==> config.mk <==
export PLATFORM = sky130hd
export DESIGN_NAME = edf_irq_sched
export DESIGN_NICKNAME = d
export VERILOG_FILES = /design/src/rtl/edf_ic_pkg.sv /design/src/rtl/edf_cfg_regs.sv /design/src/rtl/edf_irq_sched.sv
export SDC_FILE = /design/constraint.sdc
export NUM_CORES = 1
export LEC_CHECK = 0
export ABC_AREA = 1
export ABC_CLOCK_PERIOD_IN_PS = 5300
export CAP_MARGIN = 15
export CORE_AREA = 2 2 157 159
export DETAILED_ROUTE_END_ITERATION = 10
export DIE_AREA = 0 0 159 161
export PLACE_DENSITY = 0.72
export SYNTH_ARGS = -nofsm -noshare
export SYNTH_HDL_FRONTEND = slang
export SYNTH_HIERARCHICAL = 1
export SYNTH_SLANG_ARGS = --single-unit
==> constraint.sdc <==
create_clock -name clk_i -period 5.3 [get_ports clk_i]
set_input_delay 0.795 -clock clk_i [delete_from_list [all_inputs] [get_ports clk_i]]
set_output_delay 0.795 -clock clk_i [all_outputs]
set_load 0.005 [all_outputs]
==> src/rtl/edf_ic_pkg.sv <==
// Shared definitions for the EDF interrupt controller: config address map,
// scheduler state encoding and the default deadline width.
package edf_ic_pkg;

    localparam int          DefDlWidth = 16;

    localparam logic [31:0] RelDlBase  = 32'h0000_0000;
    localparam logic [31:0] EnAddr     = 32'h0000_0040;
    localparam logic [31:0] OvfAddr    = 32'h0000_0044;

    typedef enum logic [1:0] {
        IDLE,
        SCAN,
        PUSH
    } sched_state_e;

endpackage

==> src/rtl/edf_cfg_regs.sv <==
// Config register block of the EDF scheduler: per-line relative deadlines,
// line enables and sticky overflow flags (write-1-to-clear).
module edf_cfg_regs
    import edf_ic_pkg::*;
#(
    parameter int NrParIrqs = 4,
    parameter int DlWidth   = DefDlWidth
) (
    input  logic                           clk_i,
    input  logic                           rst_i,
    input  logic                           cfg_req_i,
    input  logic [31:0]                    cfg_addr_i,
    input  logic [31:0]                    cfg_wdata_i,
    input  logic [NrParIrqs-1:0]           ovf_set_i,
    output logic [NrParIrqs*DlWidth-1:0]   rel_dl_o,
    output logic [NrParIrqs-1:0]           en_o,
    output logic [NrParIrqs-1:0]           ovf_o
);

    logic [NrParIrqs-1:0][DlWidth-1:0] relDl_q, relDl_d;
    logic [NrParIrqs-1:0]              en_q, en_d;
    logic [NrParIrqs-1:0]              ovf_q, ovf_d;
    logic                              unusedWdata;

    assign unusedWdata = ^cfg_wdata_i;

    // A drop reported in the same cycle as a clear wins, so no event is lost.
    always_comb begin
        relDl_d = relDl_q;
        en_d    = en_q;
        ovf_d   = ovf_q;
        if (cfg_req_i) begin
            for (int i = 0; i < NrParIrqs; i++) begin
                if (cfg_addr_i == RelDlBase + 32'(4 * i)) begin
                    relDl_d[i] = cfg_wdata_i[DlWidth-1:0];
                end
            end
            if (cfg_addr_i == EnAddr) begin
                en_d = cfg_wdata_i[NrParIrqs-1:0];
            end
            if (cfg_addr_i == OvfAddr) begin
                ovf_d = ovf_q & ~cfg_wdata_i[NrParIrqs-1:0];
            end
        end
        ovf_d = ovf_d | ovf_set_i;
    end

    always_ff @(posedge clk_i or posedge rst_i) begin
        if (rst_i) begin
            relDl_q <= '1;
            en_q    <= '0;
            ovf_q   <= '0;
        end else begin
            relDl_q <= relDl_d;
            en_q    <= en_d;
            ovf_q   <= ovf_d;
        end
    end

    assign rel_dl_o = relDl_q;
    assign en_o     = en_q;
    assign ovf_o    = ovf_q;

endmodule

==> src/rtl/edf_irq_sched.sv <==
// EDF scheduler front end: stamps rising IRQ edges with absolute deadlines and
// offers them one at a time to the priority queue, tracking in-flight lines.
module edf_irq_sched
    import edf_ic_pkg::*;
#(
    parameter  int NrParIrqs = 4,
    parameter  int DlWidth   = DefDlWidth,
    localparam int IdWidth   = $clog2(NrParIrqs)
) (
    input  logic                 clk_i,
    input  logic                 rst_i,
    input  logic                 cfg_req_i,
    input  logic [31:0]          cfg_addr_i,
    input  logic [31:0]          cfg_wdata_i,
    input  logic [NrParIrqs-1:0] irq_i,
    output logic                 push_valid_o,
    input  logic                 push_ready_i,
    output logic [IdWidth-1:0]   push_id_o,
    output logic [DlWidth-1:0]   push_dl_o,
    input  logic                 done_i,
    input  logic [IdWidth-1:0]   done_id_i,
    output logic [DlWidth-1:0]   time_o,
    output logic [NrParIrqs-1:0] ovf_o
);

    logic [NrParIrqs-1:0][DlWidth-1:0] relDl;
    logic [NrParIrqs-1:0]              en;
    logic [NrParIrqs-1:0]              ovfSet;

    logic [DlWidth-1:0]                time_q;
    logic [NrParIrqs-1:0]              irq_q;
    logic [NrParIrqs-1:0]              pending_q, pending_d;
    logic [NrParIrqs-1:0]              inflight_q, inflight_d;
    logic [NrParIrqs-1:0][DlWidth-1:0] absDl_q, absDl_d;

    sched_state_e                      state_q, state_d;
    logic [IdWidth-1:0]                ptr_q, ptr_d;
    logic [IdWidth-1:0]                pushId_q, pushId_d;
    logic [DlWidth-1:0]                pushDl_q, pushDl_d;

    logic [NrParIrqs-1:0]              edgeDet;
    logic [NrParIrqs-1:0]              doneMask;
    logic [NrParIrqs-1:0]              ptrMask;
    logic [NrParIrqs-1:0]              pendKeep;
    logic                              handshake;

    edf_cfg_regs #(
        .NrParIrqs (NrParIrqs),
        .DlWidth   (DlWidth)
    ) i_cfg_regs (
        .clk_i       (clk_i),
        .rst_i       (rst_i),
        .cfg_req_i   (cfg_req_i),
        .cfg_addr_i  (cfg_addr_i),
        .cfg_wdata_i (cfg_wdata_i),
        .ovf_set_i   (ovfSet),
        .rel_dl_o    (relDl),
        .en_o        (en),
        .ovf_o       (ovf_o)
    );

    assign edgeDet   = irq_i & ~irq_q & en;
    assign doneMask  = done_i ? (NrParIrqs'(1) << done_id_i) : '0;
    assign ptrMask   = NrParIrqs'(1) << ptr_q;
    assign handshake = (state_q == PUSH) && push_ready_i;
    assign pendKeep  = en | ((state_q == PUSH) ? ptrMask : '0);

    // A line already offered keeps its pending bit through a disable so the
    // open handshake can still complete; a same-cycle done frees the line first.
    always_comb begin
        pending_d  = pending_q;
        inflight_d = inflight_q & ~doneMask;
        absDl_d    = absDl_q;
        ovfSet     = '0;
        if (handshake) begin
            pending_d  = pending_d & ~ptrMask;
            inflight_d = inflight_d | ptrMask;
        end
        pending_d = pending_d & pendKeep;
        for (int i = 0; i < NrParIrqs; i++) begin
            if (edgeDet[i]) begin
                if (!pending_q[i] && !(inflight_q[i] && !doneMask[i])) begin
                    pending_d[i] = 1'b1;
                    absDl_d[i]   = time_q + relDl[i];
                end else begin
                    ovfSet[i] = 1'b1;
                end
            end
        end
    end

    always_ff @(posedge clk_i or posedge rst_i) begin
        if (rst_i) begin
            time_q     <= '0;
            irq_q      <= '0;
            pending_q  <= '0;
            inflight_q <= '0;
            absDl_q    <= '0;
        end else begin
            time_q     <= time_q + 1'b1;
            irq_q      <= irq_i;
            pending_q  <= pending_d;
            inflight_q <= inflight_d;
            absDl_q    <= absDl_d;
        end
    end

    always_ff @(posedge clk_i or posedge rst_i) begin
        if (rst_i) begin
            state_q  <= IDLE;
            ptr_q    <= '0;
            pushId_q <= '0;
            pushDl_q <= '0;
        end else begin
            state_q  <= state_d;
            ptr_q    <= ptr_d;
            pushId_q <= pushId_d;
            pushDl_q <= pushDl_d;
        end
    end

    // Round-robin scan from the pointer; a hit latches id and deadline so they
    // stay stable for the whole offer.
    always_comb begin
        state_d  = state_q;
        ptr_d    = ptr_q;
        pushId_d = pushId_q;
        pushDl_d = pushDl_q;
        case (state_q)
            IDLE: begin
                if (pending_q != '0) begin
                    state_d = SCAN;
                end
            end
            SCAN: begin
                if (pending_q == '0) begin
                    state_d = IDLE;
                end else if (pending_q[ptr_q] && en[ptr_q]) begin
                    state_d  = PUSH;
                    pushId_d = ptr_q;
                    pushDl_d = absDl_q[ptr_q];
                end else begin
                    ptr_d = ptr_q + 1'b1;
                end
            end
            PUSH: begin
                if (push_ready_i) begin
                    ptr_d   = ptr_q + 1'b1;
                    state_d = (pending_d != '0) ? SCAN : IDLE;
                end
            end
            default: state_d = IDLE;
        endcase
    end

    always_comb begin
        push_valid_o = (state_q == PUSH);
        push_id_o    = pushId_q;
        push_dl_o    = pushDl_q;
        time_o       = time_q;
    end

endmodule

## Word-level counts from Yosys, hierarchy flattened

Cells that the tools add are included.

| storage, ports and cells | value |
|---|---|
| register bits after elaboration | 186 |
| output and inout bits | 39 |

| cells by class | value |
|---|---|
| $add $sub $neg | 6 |
| magnitude comparators | 1 |
| eq/ne operators | 12 |
| shifts and indexed selects | 2 |
| mux-type cells | 38 |
| bitwise operators | 14 |
| reduce and logical (&&, ||, !) cells | 40 |

Operator list:

| kind | count |
|---|---|
| 16-bit adder | 4 |
| 32-bit by 4-bit == test with 1-bit output, second input constant | 2 |
| 32-bit by 7-bit == test with 1-bit output, second input constant | 2 |
| 16-bit binary-select mux with 2-bit select | 1 |
| 32-bit by 3-bit == test with 1-bit output, second input constant | 1 |
| 32-bit logical NOT | 1 |
| 4-bit AND | 6 |
| 4-bit 2-to-1 mux | 6 |
| 1-bit 2-to-1 mux | 19 |
| 2-bit AND reduction | 9 |
| 16-bit by 1-bit adder with 16-bit output, second input constant | 1 |
| 16-bit 2-to-1 mux | 1 |
| 4-bit NOT | 4 |
| 2-bit 2-to-1 mux | 7 |
| 1-bit logical NOT | 12 |
| 4-bit bitwise OR | 3 |
| 1-bit logical AND | 10 |
| 4-bit nonzero test | 2 |
| 1-bit by 2-bit left shift with 4-bit output, first input constant | 2 |
| 2-bit != test, second input constant | 3 |
| 2-bit one-hot mux with 3 select lines | 1 |
| 3-bit AND reduction | 2 |
| 1-bit binary-select mux with 2-bit select | 2 |
| 4-bit logical NOT | 1 |
| other kinds (11) | 11 |

## Logic depth before layout (Yosys ltp)

| depth | value |
|---|---|
| depth after elaboration | 12 |
| mapped depth | 11 |
| depth with buffers taken out | 11 |

## Cells and area by module

The synthesis kept the hierarchy.

By module, submodules not included:

| module | instances | cells an instance | area an instance (um2) | seq. area each (um2) |
|---|---|---|---|---|
| edf_irq_sched | 1 | 1286 | 8668.3 | 2852.7 |
| edf_cfg_regs | 1 | 378 | 3185.6 | 1881.8 |

## Least setup slack after synthesis

Ideal clock, no wire load.

| path | value |
|---|---|
| path kind | flip-flop to flip-flop |
| start point | register time_q[0], in the netlist time_o[0] |
| end point | register absDl_q[40] (netlist bit) |
| setup time | 0.118 ns |
| data arrival time | 1.718 ns |
| data required time | 5.182 ns |
| slack | 3.465 ns |
| stages on the path, launching flop included | 11 |
| period minus slack after synthesis | 1.835 ns |
| cells stage by stage | dfrtp_1 ha_1 fa_1 nand2_1 nand2_1 and2_1 nand2_1 nand2_1 xor2_1 nand2_1 nand2_1 |

| between the ends | value |
|---|---|
| word-level cells in the longest chain between the ends | 1 |

Ends and longest elaborated chain:

| element | RTL line | text |
|---|---|---|
| from (decl) | edf_irq_sched.sv:30 | `logic [DlWidth-1:0] time_q;` |
| from (signal assigned) | edf_irq_sched.sv:100 | `time_q <= time_q + 1'b1;` |
| 16-bit adder | edf_irq_sched.sv:84 | `absDl_d[i] = time_q + relDl[i];` |
| to (signal assigned) | edf_irq_sched.sv:104 | `absDl_q <= absDl_d;` |
| to (decl) | edf_irq_sched.sv:34 | `logic [NrParIrqs-1:0][DlWidth-1:0] absDl_q, absDl_d;` |

No other way between the ends.
A chain may end at the register's enable or synchronous reset.

## Final worst setup path

| path | value |
|---|---|
| start point | input cfg_req_i |
| end point | register i_cfg_regs.relDl_q, in the netlist i_cfg_regs/rel_dl_o[43] |

| between the ends | value |
|---|---|
| word-level cells in the longest chain between the ends | 1 |

Ends and longest elaborated chain:

| element | RTL line | text |
|---|---|---|
| from (decl) | edf_irq_sched.sv:12 | `input logic cfg_req_i,` |
| 2-bit AND reduction (no line) | n/a |  |
| to (signal assigned) | edf_cfg_regs.sv:54 | `relDl_q <= relDl_d;` |
| to (decl) | edf_cfg_regs.sv:20 | `logic [NrParIrqs-1:0][DlWidth-1:0] relDl_q, relDl_d;` |

No other way between the ends.

==> impl_metrics.json <==
{
  "status": "finished clean",
  "r2r_start": "ptr_q[0]",
  "cap_viol_max_count": 0,
  "synth.most_common_cell": "nand2_1",
  "area_growth_pct": 15.0,
  "cts_made_buffers": 17,
  "drt_iter0_drc": 764,
  "worst-r2r-setup-slack_ps": 2690,
  "setup_viol": 0,
  "finalWorstSetupSlack_ps": 2490,
  "holdWs_ps": 465,
  "dp.cells": 2055,
  "rsz0062_at_grt": "no",
  "worstMarginPinSlew_ps": 1070,
  "avgSynthCellArea_sq_um": 7.12,
  "clk_pin_slew_ps": 70,
  "clock_sinks": 186,
  "row_count": 57,
  "antenna_found_initial": 0,
  "grt_first_pass_wirelength_um": 53500,
  "final_cells": 2087,
  "p_leak_nw": 7.38,
  "die_w_um": 159,
  "die_y_um": 161,
  "cts_max_level": 4,
  "clockBufferDepth": 2,
  "peakVddDrop_v": 0.000182,
  "crit_type": "input pin to flip-flop",
  "drt-total-wl_um": 33200,
  "cts.repair.resized": 0,
  "min_path_type": "flip-flop to flip-flop",
  "rr_endpoint": "push_dl_o[11]",
  "wl_per_cell_um": 15.9,
  "die_area_sq_um": 25600,
  "min_period_ps": 2810,
  "ys_seq_elements": 186,
  "cts-hold-fix-buffers": 0,
  "antenna_left": 0,
  "place_ws_ps": 2070,
  "maxSlewHeadroom_pct": 28.5,
  "track_usage_pct": 26.7,
  "cts_tree": "yes",
  "yosys_warnings": 6,
  "hold_violations": 0,
  "nets": 1894,
  "drive_above_1_share_pct": 7.83,
  "fin_crit_sh_pct": 53.1,
  "grt_max_degree": 47,
  "path_max_fanout": 33,
  "postLayoutCellArea_sq_um": 13600,
  "num_io_pins": 114,
  "grt_overflow": 0,
  "cts_setup_buffers": 0,
  "setup_tns_ps": 0,
  "r2r_cells": 8,
  "fin_util_pct": 56.9,
  "startpoint": "cfg_req_i",
  "dp_hpwl_um": 24900,
  "yosys.area.top_type": "dfrtp_1",
  "portBuffers": 97,
  "core-area_sq_um": 24000,
  "worstSetupStartpointType": "input pin",
  "initial_core_util_pct": 49.5,
  "critPathRequiredTime_ps": 5670,
  "dr.pass1.iters": 5,
  "synth_common_cells": "679 x nand2_1, 203 x inv_1, 144 x nand3_1",
  "syn-num-nets": 1808,
  "fin_skew_ps": 16.5,
  "yosysSeqAreaShare_pct": 39.9,
  "via_per_inst": 5.15,
  "num_vias": 10738,
  "synth.top_cell.area_share_pct": 25.8,
  "syn_area_sq_um": 11900,
  "synth_edf_count": 0,
  "synthCells": 1664,
  "critPathCapture": "i_cfg_regs/rel_dl_o[43]",
  "finalPower_mw": 2.80,
  "ys.flop_type": "dfrtp_1",
  "yosysUniqueCellTypes": 41,
  "endpoint_kind": "flip-flop",
  "n_antenna_cell": 0,
  "first_global_vias": 10010,
  "power_density_nw_per_um2": 205,
  "cp.arrival_ps": 3180,
  "synth_area_leaders": "dfrtp_1 26%, nand2_1 22%, dfstp_2 14%, ha_1 6.9%, inv_1 6.4%",
  "gp_congestion": 0.919,
  "max_freq_ghz": 0.355,
  "clk_latency_ps": 440,
  "drc": 0,
  "placed_cell_area_sq_um": 13000,
  "clock-root-buffer": "clkbuf_16",
  "slew_violations": 0,
  "ys_async_sr_fraction_pct": 100
}
==> power breakdown <==
group,internal [mW],switching (mW),total [mW],leakage [nW]
Sequential,1.42,0.000529,1.42,2.30
Clock,0.629,0.638,1.27,0.283
Combinational,0.0437,0.0620,0.106,4.80
Total,2.09,0.700,2.80,7.38
==> critical path, cell delays in order <==
cell,delay (ps)
clkdlybuf4s50_1,620
nand2_1,90
nor2_1,90
nand2_1,90
nor2_4,610
nand2_1,600
nand2_1,190
nand2_1,60
==> flip-flops by register name, indices dropped and copies added (netlist names) <==
signal and flops:
inflight_q 4, absDl_q 64, push_dl_o 16, i_cfg_regs/rel_dl_o 64
time_o 16, i_cfg_regs/ovf_o 4, pending_q 4, ptr_q 2
irq_q 4, push_id_o 2, state_q 2, i_cfg_regs/en_o 4
==> logic make-up (layout without fill, tap and decap cells) <==
family                     Yosys count  in the layout  share of synthesized area [%]
and+or+nand+nor                    994            994                           34.8
buffers and inverters              247            346                           8.77
DFF                                186            186                           39.9
AOI/OAI and AO/OA                  130            130                           6.10
adders and majority gates           69             69                           7.54
xor gates and xnor gates            38             38                           2.81
==> worst min path at each step <==
stage / startpoint / endpoint / slack, ps / cells after the start
detailed placement: i_cfg_regs/rel_dl_o[5] / i_cfg_regs/rel_dl_o[5] / 460 / 2
CTS: i_cfg_regs/rel_dl_o[32] / i_cfg_regs/rel_dl_o[32] / 470 / 2
global placement: i_cfg_regs/rel_dl_o[32] / i_cfg_regs/rel_dl_o[32] / 450 / 2
finish: i_cfg_regs/rel_dl_o[26] / i_cfg_regs/rel_dl_o[26] / 460 / 2
global route: i_cfg_regs/rel_dl_o[52] / i_cfg_regs/rel_dl_o[52] / 480 / 2
floorplan: absDl_q[0] / absDl_q[0] / 440 / 2
==> per-layer routing <==
| metal | share of wire (%) | track usage, % | vias up |
|---|---|---|---|
| met5 | 0 | 0 | - |
| met4 | 2.8 | 9.05 | 0 |
| met3 | 5.8 | 4.21 | 49 |
| met2 | 44 | 41.8 | 289 |
| met1 | 48 | 38.0 | 4994 |
| li1 | - | - | 5406 |
==> cell type report <==
type,instances,area (sq um)
flip-flops and latches,186,4730
inverters,209,793
fillers,2305,10300
clock inverters,15,153
well taps,324,405
multi-input cells,1231,6080
repair buffers,105,1030
clock buffers,17,425
==> layout by cell type (no fill, tap or decap), types with 5 or more instances in the layout <==
cell,Yosys,routed
nor2_1,105,105
xnor2_1,23,23
o21ai_1,5,5
or2_0,5,5
ha_1,65,65
o22ai_1,12,12
xor2_1,15,15
nand3_2,5,5
nand3b_1,13,13
nor3_1,15,15
clkbuf_16,0,17
o21ai_2,7,7
inv_1,203,201
dfrtp_1,122,122
dfstp_2,64,64
buf_4,6,8
nand3_1,144,144
clkdlybuf4s50_1,0,97
nand4_1,7,7
and2_1,5,5
o21ai_0,63,63
a21oi_1,36,36
nand2_1,679,679
inv_6,0,5
No activity file was read; power rests on OpenSTA's default activity.
